<file path="config.mk">
export PLATFORM = sky130hd
export DESIGN_NAME = i2s_tx_reader
export DESIGN_NICKNAME = d
export VERILOG_FILES = /design/src/rtl/i2s_tx_reader_pkg.sv /design/src/rtl/i2s_tx_reader_bclk.sv /design/src/rtl/i2s_tx_reader.sv
export SDC_FILE = /design/constraint.sdc
export NUM_CORES = 1
export LEC_CHECK = 0
export ABC_AREA = 0
export CAP_MARGIN = 20
export CORE_AREA = 2 2 87 89
export DETAILED_ROUTE_END_ITERATION = 10
export DIE_AREA = 0 0 89 91
export GPL_TIMING_DRIVEN = 1
export PLACE_DENSITY = 0.74
export SLEW_MARGIN = 20
export SYNTH_ARGS = -nofsm -noshare
export SYNTH_HDL_FRONTEND = slang
export SYNTH_SLANG_ARGS = --single-unit
</file>
<file path="constraint.sdc">
create_clock -name clk -period 2.57 [get_ports clk]
set_input_delay 0.257 -clock clk [delete_from_list [all_inputs] [get_ports clk]]
set_output_delay 0.257 -clock clk [all_outputs]
set_load 0.01 [all_outputs]
</file>
<file path="src/rtl/i2s_tx_reader_pkg.sv">
// Shared I2S constants, frame-width helper and state type for the transmit read side.
package i2s_tx_reader_pkg;

    localparam int unsigned I2S_DATA_W = 16;

    // Word-select polarity: LRCLK low carries the left channel.
    localparam logic LR_LEFT  = 1'b0;
    localparam logic LR_RIGHT = 1'b1;

    typedef enum logic {
        ST_IDLE = 1'b0,
        ST_RUN  = 1'b1
    } state_t;

    // A stereo frame holds one left and one right sample.
    function automatic int unsigned i2s_frame_w(input int unsigned data_w);
        return 2 * data_w;
    endfunction

endpackage

</file>
<file path="src/rtl/i2s_tx_reader_bclk.sv">
// Bit-clock generator: divider, BCLK register and single-cycle rise/fall strobes.
module i2s_bclk_gen #(
    parameter int unsigned CLK_DIV = 4
) (
    input  logic clk,
    input  logic rst_n,
    input  logic hold,
    output logic bclk,
    output logic rise_c,
    output logic fall_c
);

    localparam int unsigned CNT_W = (CLK_DIV > 1) ? $clog2(CLK_DIV) : 1;
    localparam logic [CNT_W-1:0] CNT_LAST = CNT_W'(CLK_DIV - 1);

    logic [CNT_W-1:0] div_cnt;
    logic             tc_c;

    assign tc_c   = (div_cnt == CNT_LAST);
    assign rise_c = !hold && tc_c && !bclk;
    assign fall_c = !hold && tc_c && bclk;

    // Divider runs only while released; hold parks it at zero with BCLK low.
    always_ff @(posedge clk or negedge rst_n) begin
        if (!rst_n) begin
            div_cnt <= '0;
            bclk    <= 1'b0;
        end else if (hold) begin
            div_cnt <= '0;
            bclk    <= 1'b0;
        end else if (tc_c) begin
            div_cnt <= '0;
            bclk    <= ~bclk;
        end else begin
            div_cnt <= div_cnt + CNT_W'(1);
        end
    end

endmodule

</file>
<file path="src/rtl/i2s_tx_reader.sv">
// I2S master transmitter fed from the sample FIFO read port, with a one-frame shadow prefetch.
module i2s_tx_reader
    import i2s_tx_reader_pkg::*;
#(
    parameter int unsigned DATA_W  = I2S_DATA_W,
    parameter int unsigned CLK_DIV = 4
) (
    input  logic                  clk,
    input  logic                  rst_n,
    input  logic                  enable,
    input  logic [2*DATA_W-1:0]   fifo_data,
    input  logic                  Empty,
    output logic                  Rd_En,
    output logic                  BCLK,
    output logic                  LRCLK,
    output logic                  SD,
    output logic                  underrun,
    output logic                  running
);

    localparam int unsigned      FRAME_W     = i2s_frame_w(DATA_W);
    localparam int unsigned      IDX_W       = $clog2(FRAME_W);
    localparam logic [IDX_W-1:0] IDX_LAST    = IDX_W'(FRAME_W - 1);
    localparam logic [IDX_W-1:0] IDX_R_FIRST = IDX_W'(DATA_W - 1);
    localparam logic [IDX_W-1:0] IDX_R_LAST  = IDX_W'(FRAME_W - 2);

    state_t               state;
    logic                 hold_c;
    logic                 bclk_rise_c;
    logic                 bclk_fall_c;
    logic [IDX_W-1:0]     bit_idx;
    logic [IDX_W-1:0]     idx_inc_c;
    logic [IDX_W-1:0]     pre_idx;
    logic                 pre_bnd;
    logic                 pre_lr;
    logic [FRAME_W-1:0]   shift_reg;
    logic [FRAME_W-1:0]   shadow;
    logic                 shadow_valid;
    logic                 rd_pending;

    assign hold_c    = (state == ST_IDLE);
    assign idx_inc_c = (bit_idx == IDX_LAST) ? '0 : bit_idx + IDX_W'(1);

    i2s_bclk_gen #(
        .CLK_DIV (CLK_DIV)
    ) u_bclk (
        .clk    (clk),
        .rst_n  (rst_n),
        .hold   (hold_c),
        .bclk   (BCLK),
        .rise_c (bclk_rise_c),
        .fall_c (bclk_fall_c)
    );

    // Run/idle control, prefetch into the shadow, and serialization on BCLK falls.
    always_ff @(posedge clk or negedge rst_n) begin
        if (!rst_n) begin
            state        <= ST_IDLE;
            running      <= 1'b0;
            bit_idx      <= IDX_LAST;
            pre_idx      <= '0;
            pre_bnd      <= 1'b0;
            pre_lr       <= LR_LEFT;
            shift_reg    <= '0;
            shadow       <= '0;
            shadow_valid <= 1'b0;
            rd_pending   <= 1'b0;
            Rd_En        <= 1'b0;
            SD           <= 1'b0;
            LRCLK        <= LR_LEFT;
            underrun     <= 1'b0;
        end else begin
            underrun   <= 1'b0;
            Rd_En      <= (state == ST_RUN) && !Empty && !shadow_valid && !rd_pending && !Rd_En;
            rd_pending <= Rd_En;

            // FIFO data arrives one cycle after the strobe, even if we have gone idle.
            if (rd_pending) begin
                shadow       <= fifo_data;
                shadow_valid <= 1'b1;
            end

            case (state)
                ST_IDLE: begin
                    if (enable) begin
                        state   <= ST_RUN;
                        running <= 1'b1;
                        bit_idx <= IDX_LAST;
                    end
                end

                ST_RUN: begin
                    // Next-bit decode is precomputed half a BCLK early to keep it off the fall path.
                    if (bclk_rise_c) begin
                        pre_idx <= idx_inc_c;
                        pre_bnd <= (idx_inc_c == '0);
                        pre_lr  <= ((idx_inc_c >= IDX_R_FIRST) && (idx_inc_c <= IDX_R_LAST))
                                   ? LR_RIGHT : LR_LEFT;
                    end

                    if (bclk_fall_c) begin
                        if (pre_bnd && !enable) begin
                            state   <= ST_IDLE;
                            running <= 1'b0;
                            bit_idx <= IDX_LAST;
                            SD      <= 1'b0;
                            LRCLK   <= LR_LEFT;
                        end else begin
                            bit_idx <= pre_idx;
                            LRCLK   <= pre_lr;
                            if (pre_bnd) begin
                                if (shadow_valid) begin
                                    SD           <= shadow[FRAME_W-1];
                                    shift_reg    <= {shadow[FRAME_W-2:0], 1'b0};
                                    shadow_valid <= 1'b0;
                                end else begin
                                    SD        <= 1'b0;
                                    shift_reg <= '0;
                                    underrun  <= 1'b1;
                                end
                            end else begin
                                SD        <= shift_reg[FRAME_W-1];
                                shift_reg <= {shift_reg[FRAME_W-2:0], 1'b0};
                            end
                        end
                    end
                end

                default: begin
                    state   <= ST_IDLE;
                    running <= 1'b0;
                end
            endcase
        end
    end

endmodule

</file>
==> qor.yml, run 1 <==
cts_buffers: 9
die-area_mm2: 0.008099
holdCritPathClass: "input pin to asynchronous set/reset pin"
slew_viol_final: 0
crit_top_cell: "ha_1"
root_buffer: "clkbuf_8"
crit_path_start_kind: "flip-flop"
crit_path_top_delay_cell: "dfstp_2"
area_growth_syn_to_layout_pct: 18.84
timing.setup.tns_ps: 0
ys_seq_area_frac: 0.5691
portBuffers: 41
largest_register_ffs: 32
fin_crit_sh: 0.8284
rsz0062_at_grt: "no"
cp.arrival_ps: 2410
yosys-top-cells-area: "dfrtp_1 53%, a21oi_1 12%, mux2_2 9.5%, nor2b_1 5.3%, dfstp_2 3.5%"
clkTransAtPathRegs_ps: 100
synth_fp_nets: 378
htreeDepth: 3
multi_input_area_mm2: 0.001491
grt_pass1_vias: 2646
start_util: 0.5314
drive_above_1_share: 0.1763
maxCapViolCount: 0
cp_max_fo: 6
synth_top_area_cell: "dfrtp_1"
synth_commonest_cells: "93 x a21oi_1, 81 x dfrtp_1, 32 x mux2_2, 32 x nor2b_1, 18 x buf_2"
hold_slack_ps: -41.65
skew_ps: 14.41
fmaxAchievable_mhz: 469.7
setup_viol: 0
max_stage_delay_ps: 580
syn_area_per_cell_um2: 11.19
synth.top_cell.area_share: 0.5345
ys_ff_latch: 86
die_h_um: 91
crit_type: "flip-flop to flip-flop"
grt_use_total: 0.1985
drt_wl_total_um: 7519
powerDensity_mw_per_mm2: 1190
power_leakage_nw: 1.855
fin_ws_ps: 441.0
synthFlopType: "dfrtp_1"
wire_per_inst_um: 15.70
hold_violations: 81
synthArstFlopShare: 1.000
num_io_pins: 42
worstReg2RegStart: "bit_idx[0]"
synth.cell_area_mm2: 0.003792
antenna_left: 0
place.gp.congestion: 0.8674
crit_chain: "ha_1 > and3_2 > ha_1 > nand4bb_1 > or4_1 > nand3_1"
cts_sinks: 86
min_period_ps: 2129
ctsHoldBuffers: 0
r2r_end: "pre_lr"
ff2ff_path_depth: 6
core_area_mm2: 0.007137
firstDrtPassIters: 4
cts_tree: "done"
relSlewSlack: 0.5048
die_w_um: 89
seqCellArea_mm2: 0.002158
max_slew.worst_pin.slew_ps: 742.8
final_nets: 414
cp_num_buf_inv: 0
insertedDiodeCount: 0
grt_max_degree: 84
grt_antenna_before_repair: 0
synth.distinct_cells: 44
synth-edff-count: 0
grt_overflow: 0
post-cts-setup-buffers: 0
drc: 0
dr_total_vias: 2699
fin_util: 0.6315
fillers: 601
synth.most_common_cell: "a21oi_1"
viasPerCell: 5.635
rrSetupSlack_ps: 440
cts.path.max_buffers: 2
ir_drop_uv: 544.0
place_ws_ps: 523.6
endpoint_kind: "flip-flop"
drt_iter0_drc: 149
required_ps: 2850
status: "complete, but fails checks"
post_cts_resize_count: 0
grt_pass1_wl_um: 12620
yosys_warnings: 0
violations: "hold timing"
hpwl_um: 4609
synth_cells: 339
crit_family: "simple AND/OR/NAND/NOR gates"
rows: 31
worstSkewPairLatency_ps: 350
[placed cells by master, fill, tap and decap left out, drive strengths merged, types with 5 or more instances in the layout]
master	n
clkdlybuf4s50	40
mux2	32
dfrtp	81
o21a	5
nand4b	5
nor2b	32
a21oi	94
nand2	9
clkbuf	10
buf	12
dfstp	5
[report_power, final]
group          leakage (nW)  switching (mW)  internal (mW)  total [mW]
Sequential            0.997           0.387           2.02        2.41
Clock                 0.107           0.499          0.581        1.08
Combinational         0.752           0.905          0.973        1.88
[cell type report]
type	instances	share of cell area
flip-flops and latches	86	0.4789
multi-input cells	224	0.3309
repair buffers	52	0.1097
clock buffers	10	0.03054
well taps	99	0.02748
clock inverters	6	0.02082
inverters	2	0.001666
[worst max-delay path by stage]
stage                from     end  cells after the start
2_1_floorplan  bit_idx[0]  pre_lr                      6
4_1_cts        bit_idx[0]  pre_lr                      6
5_1_grt        bit_idx[0]  pre_lr                      6
6_report       bit_idx[0]  pre_lr                      6
3_5_place_dp   bit_idx[0]  pre_lr                      6
3_3_place_gp   bit_idx[0]  pre_lr                      6
[metrics by stage]
| step | area, um2 | hold WS [ps] | std cells | power [mW] |
|---|---|---|---|---|
| 3_3_place_gp | 4272 | 423.5 | 463 | 4.221 |
| 2_1_floorplan | 3792 | -38.59 | 339 | 3.791 |
| 4_1_cts | 4503 | 125.4 | 479 | 5.399 |
| 5_1_grt | 4507 | 2.702 | 479 | 5.781 |
| 6_report | 4507 | -41.65 | 479 | 5.364 |
| 3_5_place_dp | 4272 | 435.9 | 463 | 4.307 |
[logic make-up after synthesis]
kind of cell / count (synthesis) / share of synthesized area
AO/OA/AOI/OAI: 113 / 0.1603
XOR/XNOR: 3 / 0.006930
adder cells (fa/ha/maj): 3 / 0.009899
buffers and inverters: 29 / 0.03761
flip-flops: 86 / 0.5691
multiplexers: 33 / 0.09766
AND/OR/NAND/NOR: 72 / 0.1184
[per-layer routing]
metal	global-route usage	vias to the layer above	part of all wire	wire length [um]
met3	0.03091	9	0.045	336
met4	0.07587	0	0.012	93
li1	-	1274	-	-
met2	0.3010	62	0.48	3573
met1	0.2874	1354	0.47	3516
met5	0	-	0	0
(Power assumes the default switching activity.)
==> run 2, diff against run 1 <==
==> constraint.sdc (replaced) <==
create_clock -name clk -period 2.1 [get_ports clk]
set_input_delay 0.21 -clock clk [delete_from_list [all_inputs] [get_ports clk]]
set_output_delay 0.21 -clock clk [all_outputs]
set_load 0.01 [all_outputs]
==> run 2 against run 1 <==
  * The flow now finishes without violations
  * Sequential power up 23%
  * Register-to-register slack worse by 300 ps
  * Power up 18%
  * Highest routed layer unchanged
==> qor.yml, run 2 (synthesis gave the netlist of run 1 again) <==
worstSkewPairLatency_ps: 340
place_inst: 462
fin_crit_sh: 0.9346
crit_type: "flip-flop to flip-flop"
clockPowerShare: 0.160
cts_tree: "done"
viasPerCell: 5.559
cp.arrival_ps: 2250
crit_path_start_kind: "flip-flop"
power_frac_seq: 0.470
die_w_um: 89
hpwl_um: 4548
grt_max_degree: 53
rows: 31
cts_buffers: 9
fillers: 605
drt_iter0_drc: 175
area_growth_syn_to_layout_pct: 18.84
final_common_cell: "a21oi_1"
min_period_ps: 1963
endpoint_kind: "flip-flop"
power_leakage_nw: 1.852
drive_above_1_share: 0.1711
num_io_pins: 42
power_mw: 6.309
rsz0062_at_grt: "no"
cp_max_fo: 6
maxCapViolCount: 0
p_int_mw: 4.176
slew_viol_final: 0
final_cell_mix: "93 x a21oi_1, 81 x dfrtp_1, 40 x clkdlybuf4s50_1, 32 x nor2b_1, 32 x mux2_2"
powerDensity_mw_per_mm2: 1400
drc: 0
core_area_mm2: 0.007137
grt_antenna_before_repair: 0
grt_overflow: 0
p_switching_mw: 2.133
wire_per_inst_um: 15.34
dr_total_vias: 2663
insertedDiodeCount: 0
grt_use_total: 0.1951
relSlewSlack: 0.6557
final_nets: 414
ir_drop_uv: 843.8
firstDrtPassIters: 4
post-cts-setup-buffers: 0
cts.path.max_buffers: 2
hold_violations: 0
die-area_mm2: 0.008099
htreeDepth: 3
antenna_left: 0
switching_share: 0.3380
status: "finished, final reports clean"
start_util: 0.5314
drt_wl_total_um: 7348
fin_util: 0.6315
largest_register_ffs: 32
skew_ps: 5.960
required_ps: 2380
portBuffers: 41
clkTransAtPathRegs_ps: 80
p_comb_frac: 0.369
place.gp.congestion: 0.8549
setup_viol: 0
grt_pass1_vias: 2525
hold_slack_ps: 361.2
root_buffer: "clkbuf_8"
cts_sinks: 86
timing.setup.tns_ps: 0
max_slew.worst_pin.slew_ps: 516.4
die_h_um: 91
fmaxAchievable_mhz: 509.5
grt_pass1_wl_um: 12280
holdCritPathClass: "input pin to asynchronous set/reset pin"
instances_no_fill: 479
==> run 2: changes by cell type in the layout (fill, tap and decap cells not counted), moves of 2 or more <==
cell and delta:
buf_4 -5, clkinvlp_4 -2, bufinv_16 -2, clkbuf_1 +2, buf_12 +5, clkinv_2 +3
==> run 2: layer usage <==
layer,wire length (um),GRT usage
met1,3489,0.2853
met2,3415,0.2854
met3,355,0.05091
met4,87,0.06095
met5,0,0
==> run 2: area by class of cell <==
cell class / instances / area (um2) / area share
Sequential cell: 86 / 2158 / 0.4789
Multi-Input combinational cell: 224 / 1494 / 0.3315
Timing Repair Buffer: 52 / 555.5 / 0.1233
Clock buffer: 12 / 145.1 / 0.03220
Tap cell: 99 / 123.9 / 0.02748
Clock inverter: 4 / 22.52 / 0.004997
Inverter: 2 / 7.507 / 0.001666
==> run 2: repair_timing <==
action / CTS / global route
setup endpoints to repair: 0 / 1
hold endpoints to repair: 34 / 0
resized for setup: 0 / 1
hold buffers: 1 / 0
==> run 2: per-stage QoR <==
stage	worst slack, ps	instance area, um2
2_1_floorplan	158.8	3792
3_3_place_gp	127.5	4327
3_5_place_dp	106.9	4327
4_1_cts	91.08	4504
5_1_grt	52.45	4507
6_report	137.4	4507
==> run 2: path summary, 6_finish.rpt <==
| kind | startpoint | end | slack, ps | cells after the start |
|---|---|---|---|---|
| min in group clk | u_bclk.div_cnt[0] | u_bclk.div_cnt[0] | 430 | 1 |
| worst max-delay path | bit_idx[0] | pre_lr | 140 | 6 |
| max in group asynchronous | rst_n | bit_idx[4] | 1060 | 3 |
| worst max register to register | bit_idx[0] | pre_lr | 140 | 6 |
| worst min register to register | u_bclk.div_cnt[0] | u_bclk.div_cnt[0] | 430 | 1 |
| worst min-delay path | rst_n | shadow[7] | 360 | 2 |
==> run 2: power by group through the flow <==
| stage | clock [mW] | sequential [mW] | combinational (mW) |
|---|---|---|---|
| 2_1_floorplan | 0 | 2.82 | 1.82 |
| 3_3_place_gp | 0 | 2.96 | 2.28 |
| 3_5_place_dp | 0 | 2.99 | 2.34 |
| 4_1_cts | 1.05 | 2.96 | 2.35 |
| 5_1_grt | 1.12 | 3.07 | 2.64 |
| 6_report | 1.01 | 2.97 | 2.33 |
==> run 2: critical path: stages (launching register included) <==
cell       delay (ps)
dfstp_2           580
ha_2              180
and3_2            200
ha_1              260
nand4bb_1         170
or4_1             420
nand3_1            90
==> run 3, diff against run 2 <==
--- a/config.mk
+++ b/config.mk
@@ -5,13 +5,15 @@
 export SDC_FILE = /design/constraint.sdc
 export NUM_CORES = 1
 export LEC_CHECK = 0
-export ABC_AREA = 0
+export ABC_AREA = 1
 export CAP_MARGIN = 20
-export CORE_AREA = 2 2 87 89
+export CELL_PAD_IN_SITES_DETAIL_PLACEMENT = 0
+export CELL_PAD_IN_SITES_GLOBAL_PLACEMENT = 1
+export CORE_AREA = 2 2 95 97
 export DETAILED_ROUTE_END_ITERATION = 10
-export DIE_AREA = 0 0 89 91
+export DIE_AREA = 0 0 97 99
 export GPL_TIMING_DRIVEN = 1
-export PLACE_DENSITY = 0.74
+export PLACE_DENSITY = 0.75
 export SLEW_MARGIN = 20
 export SYNTH_ARGS = -nofsm -noshare
 export SYNTH_HDL_FRONTEND = slang
==> run 3 against run 2 <==
  * Non-clock buffer count decreased by 3
  * Final cell count increased by 7.3%
  * Cell area decreased by 3.3%
  * Register-to-register slack improved by 320 ps
  * Maximum frequency increased by 20%
  * Utilization decreased by 12 points
  * Setup slack improved by 320 ps
  * Sequential cell count unchanged
  * Clock power increased by 19%
  * First-iteration DRC count decreased by 58%
  * Critical path depth increased by 3
==> qor.yml, run 3 <==
status: "finished, final reports clean"
ff2ff_path_depth: 9
synth_commonest_cells: "84 x nand2_1, 81 x dfrtp_1, 51 x nor2_1, 28 x a31oi_1, 28 x mux2_2"
syn_area_per_cell_um2: 10.04
fmaxAchievable_mhz: 609.9
relSlewSlack: 0.6252
powerDensity_mw_per_mm2: 1402
drc: 0
synthFlopType: "dfrtp_1"
slew_viol_final: 0
crit_path_start_kind: "flip-flop"
multi_input_area_mm2: 0.001260
max_slew.worst_pin.slew_ps: 561.6
cts_tree: "done"
drt_iter0_drc: 74
ctsHoldBuffers: 1
ys_seq_area_frac: 0.6023
yosys_warnings: 0
post_cts_resize_count: 0
holdCritPathClass: "input pin to asynchronous set/reset pin"
synth_cells: 357
fin_crit_sh: 0.7808
synth-edff-count: 0
skew_ps: 8.808
core_area_mm2: 0.008551
timing.setup.tns_ps: 0
critPathLaunch: "bit_idx[0]"
hold_violations: 0
root_buffer: "clkbuf_8"
endpoint_kind: "flip-flop"
grt_pass1_vias: 2504
synth_top_area_cell: "dfrtp_1"
power_leakage_nw: 1.943
crit_type: "flip-flop to flip-flop"
grt_max_degree: 51
worstSkewPairLatency_ps: 350
synth.most_common_cell: "nand2_1"
wire_per_inst_um: 13.26
hpwl_um: 4618
num_io_pins: 42
synth.top_cell.area_share: 0.5656
antenna_left: 0
place_inst: 497
yosys-top-cells-area: "dfrtp_1 57%, mux2_2 8.8%, nand2_1 8.8%, nor2_1 5.3%, a31oi_1 4.9%"
ys_ff_latch: 86
grt_overflow: 0
power_mw: 6.108
portBuffers: 41
synthArstFlopShare: 1.000
synth_fp_nets: 396
cp.arrival_ps: 1880
rows: 34
grt_antenna_before_repair: 0
min_period_ps: 1640
firstDrtPassIters: 4
seqCellArea_mm2: 0.002158
final_common_cell: "nand2_1"
area_growth_syn_to_layout_pct: 21.58
ir_drop_uv: 582.4
required_ps: 2340
worstReg2RegStart: "bit_idx[0]"
viasPerCell: 4.889
drt_wl_total_um: 6818
fin_ws_ps: 460.4
place.gp.congestion: 0.8225
insertedDiodeCount: 0
cts_sinks: 86
fillers: 798
drive_above_1_share: 0.1502
start_util: 0.4191
htreeDepth: 3
post-cts-setup-buffers: 0
setup_viol: 0
die-area_mm2: 0.009603
maxCapViolCount: 0
synth.distinct_cells: 22
clkTransAtPathRegs_ps: 90
synth.cell_area_mm2: 0.003583
final_nets: 440
dr_total_vias: 2513
final_cell_mix: "84 x nand2_1, 81 x dfrtp_1, 51 x nor2_1, 40 x clkdlybuf4s50_1"
cts_buffers: 9
grt_pass1_wl_um: 12020
cts.path.max_buffers: 2
grt_use_total: 0.1547
place_ws_ps: 310.6
die_w_um: 97
rsz0062_at_grt: "no"
cp_max_fo: 4
die_h_um: 99
instances_no_fill: 514
largest_register_ffs: 32
## run 3: cell count changes in the layout (fill, tap and decap cells not counted), moves of 5 or more
cell      change
nor2_1       +49
o21a_1        -5
nor2b_1      -32
nand2_1      +75
o21ai_0      +14
nand4b_1      -5
a31oi_1      +27
inv_1        +21
a21oi_1      -89
## run 3: power by group
part	leakage, nW	switching (mW)	internal (mW)
logic	0.841	1.06	0.937
registers	1.00	0.437	2.47
clock network	0.0976	0.590	0.613
## run 3: final timing paths
check / to / slack, ps
setup / recovery: pre_lr / 460
setup reg to reg: pre_lr / 460
hold / removal: underrun / 370
max in group asynchronous: shadow[21] / 1100
hold reg to reg: rd_pending / 410
min in group clk: Rd_En / 400
## run 3: kinds of logic (layout without fill, tap and decap cells)
family,after synthesis,in the layout,synth area share
buffers and inverters,39,88,0.04609
adders and majority gates,3,3,0.01048
AOI/OAI and AO/OA,53,53,0.08729
muxes,28,28,0.08799
DFF,86,86,0.6023
and+or+nand+nor,148,148,0.1659
## run 3: area by class of cell
cell class	instances	area share
clock buffers	11	0.03475
clock inverters	5	0.01321
inverters	23	0.01982
multi-input cells	232	0.2892
flip-flops and latches	86	0.4954
well taps	108	0.03102
repair buffers	49	0.1166
## run 3: worst max-delay path: stages, from the launching register on
cell and delay, ps:
dfstp_2 570, ha_1 170, nand2_1 70, nor2_1 100, ha_1 190, inv_1 60, nand3_1 130, nor2_1 80
nand3_1 90, nand3_1 70
## run 3: metal layers
layer,share of wire,track usage,routed length (um),vias to the layer above
met1,0.50,0.2214,3381,1204
met4,0.011,0.06392,74,0
met3,0.034,0.03333,235,6
met5,0,0,0,-
met2,0.46,0.2302,3126,39
li1,-,-,-,1264
## run 3: stage by stage
step	instance area [um2]	utilization	hold slack, ps
floorplan	3583	-	-85.59
global placement	4138	0.4839	205.1
detailed placement	4138	0.4839	210.6
CTS	4357	0.5095	387.3
global route	4357	0.5095	406.3
finish	4357	0.5095	370.3
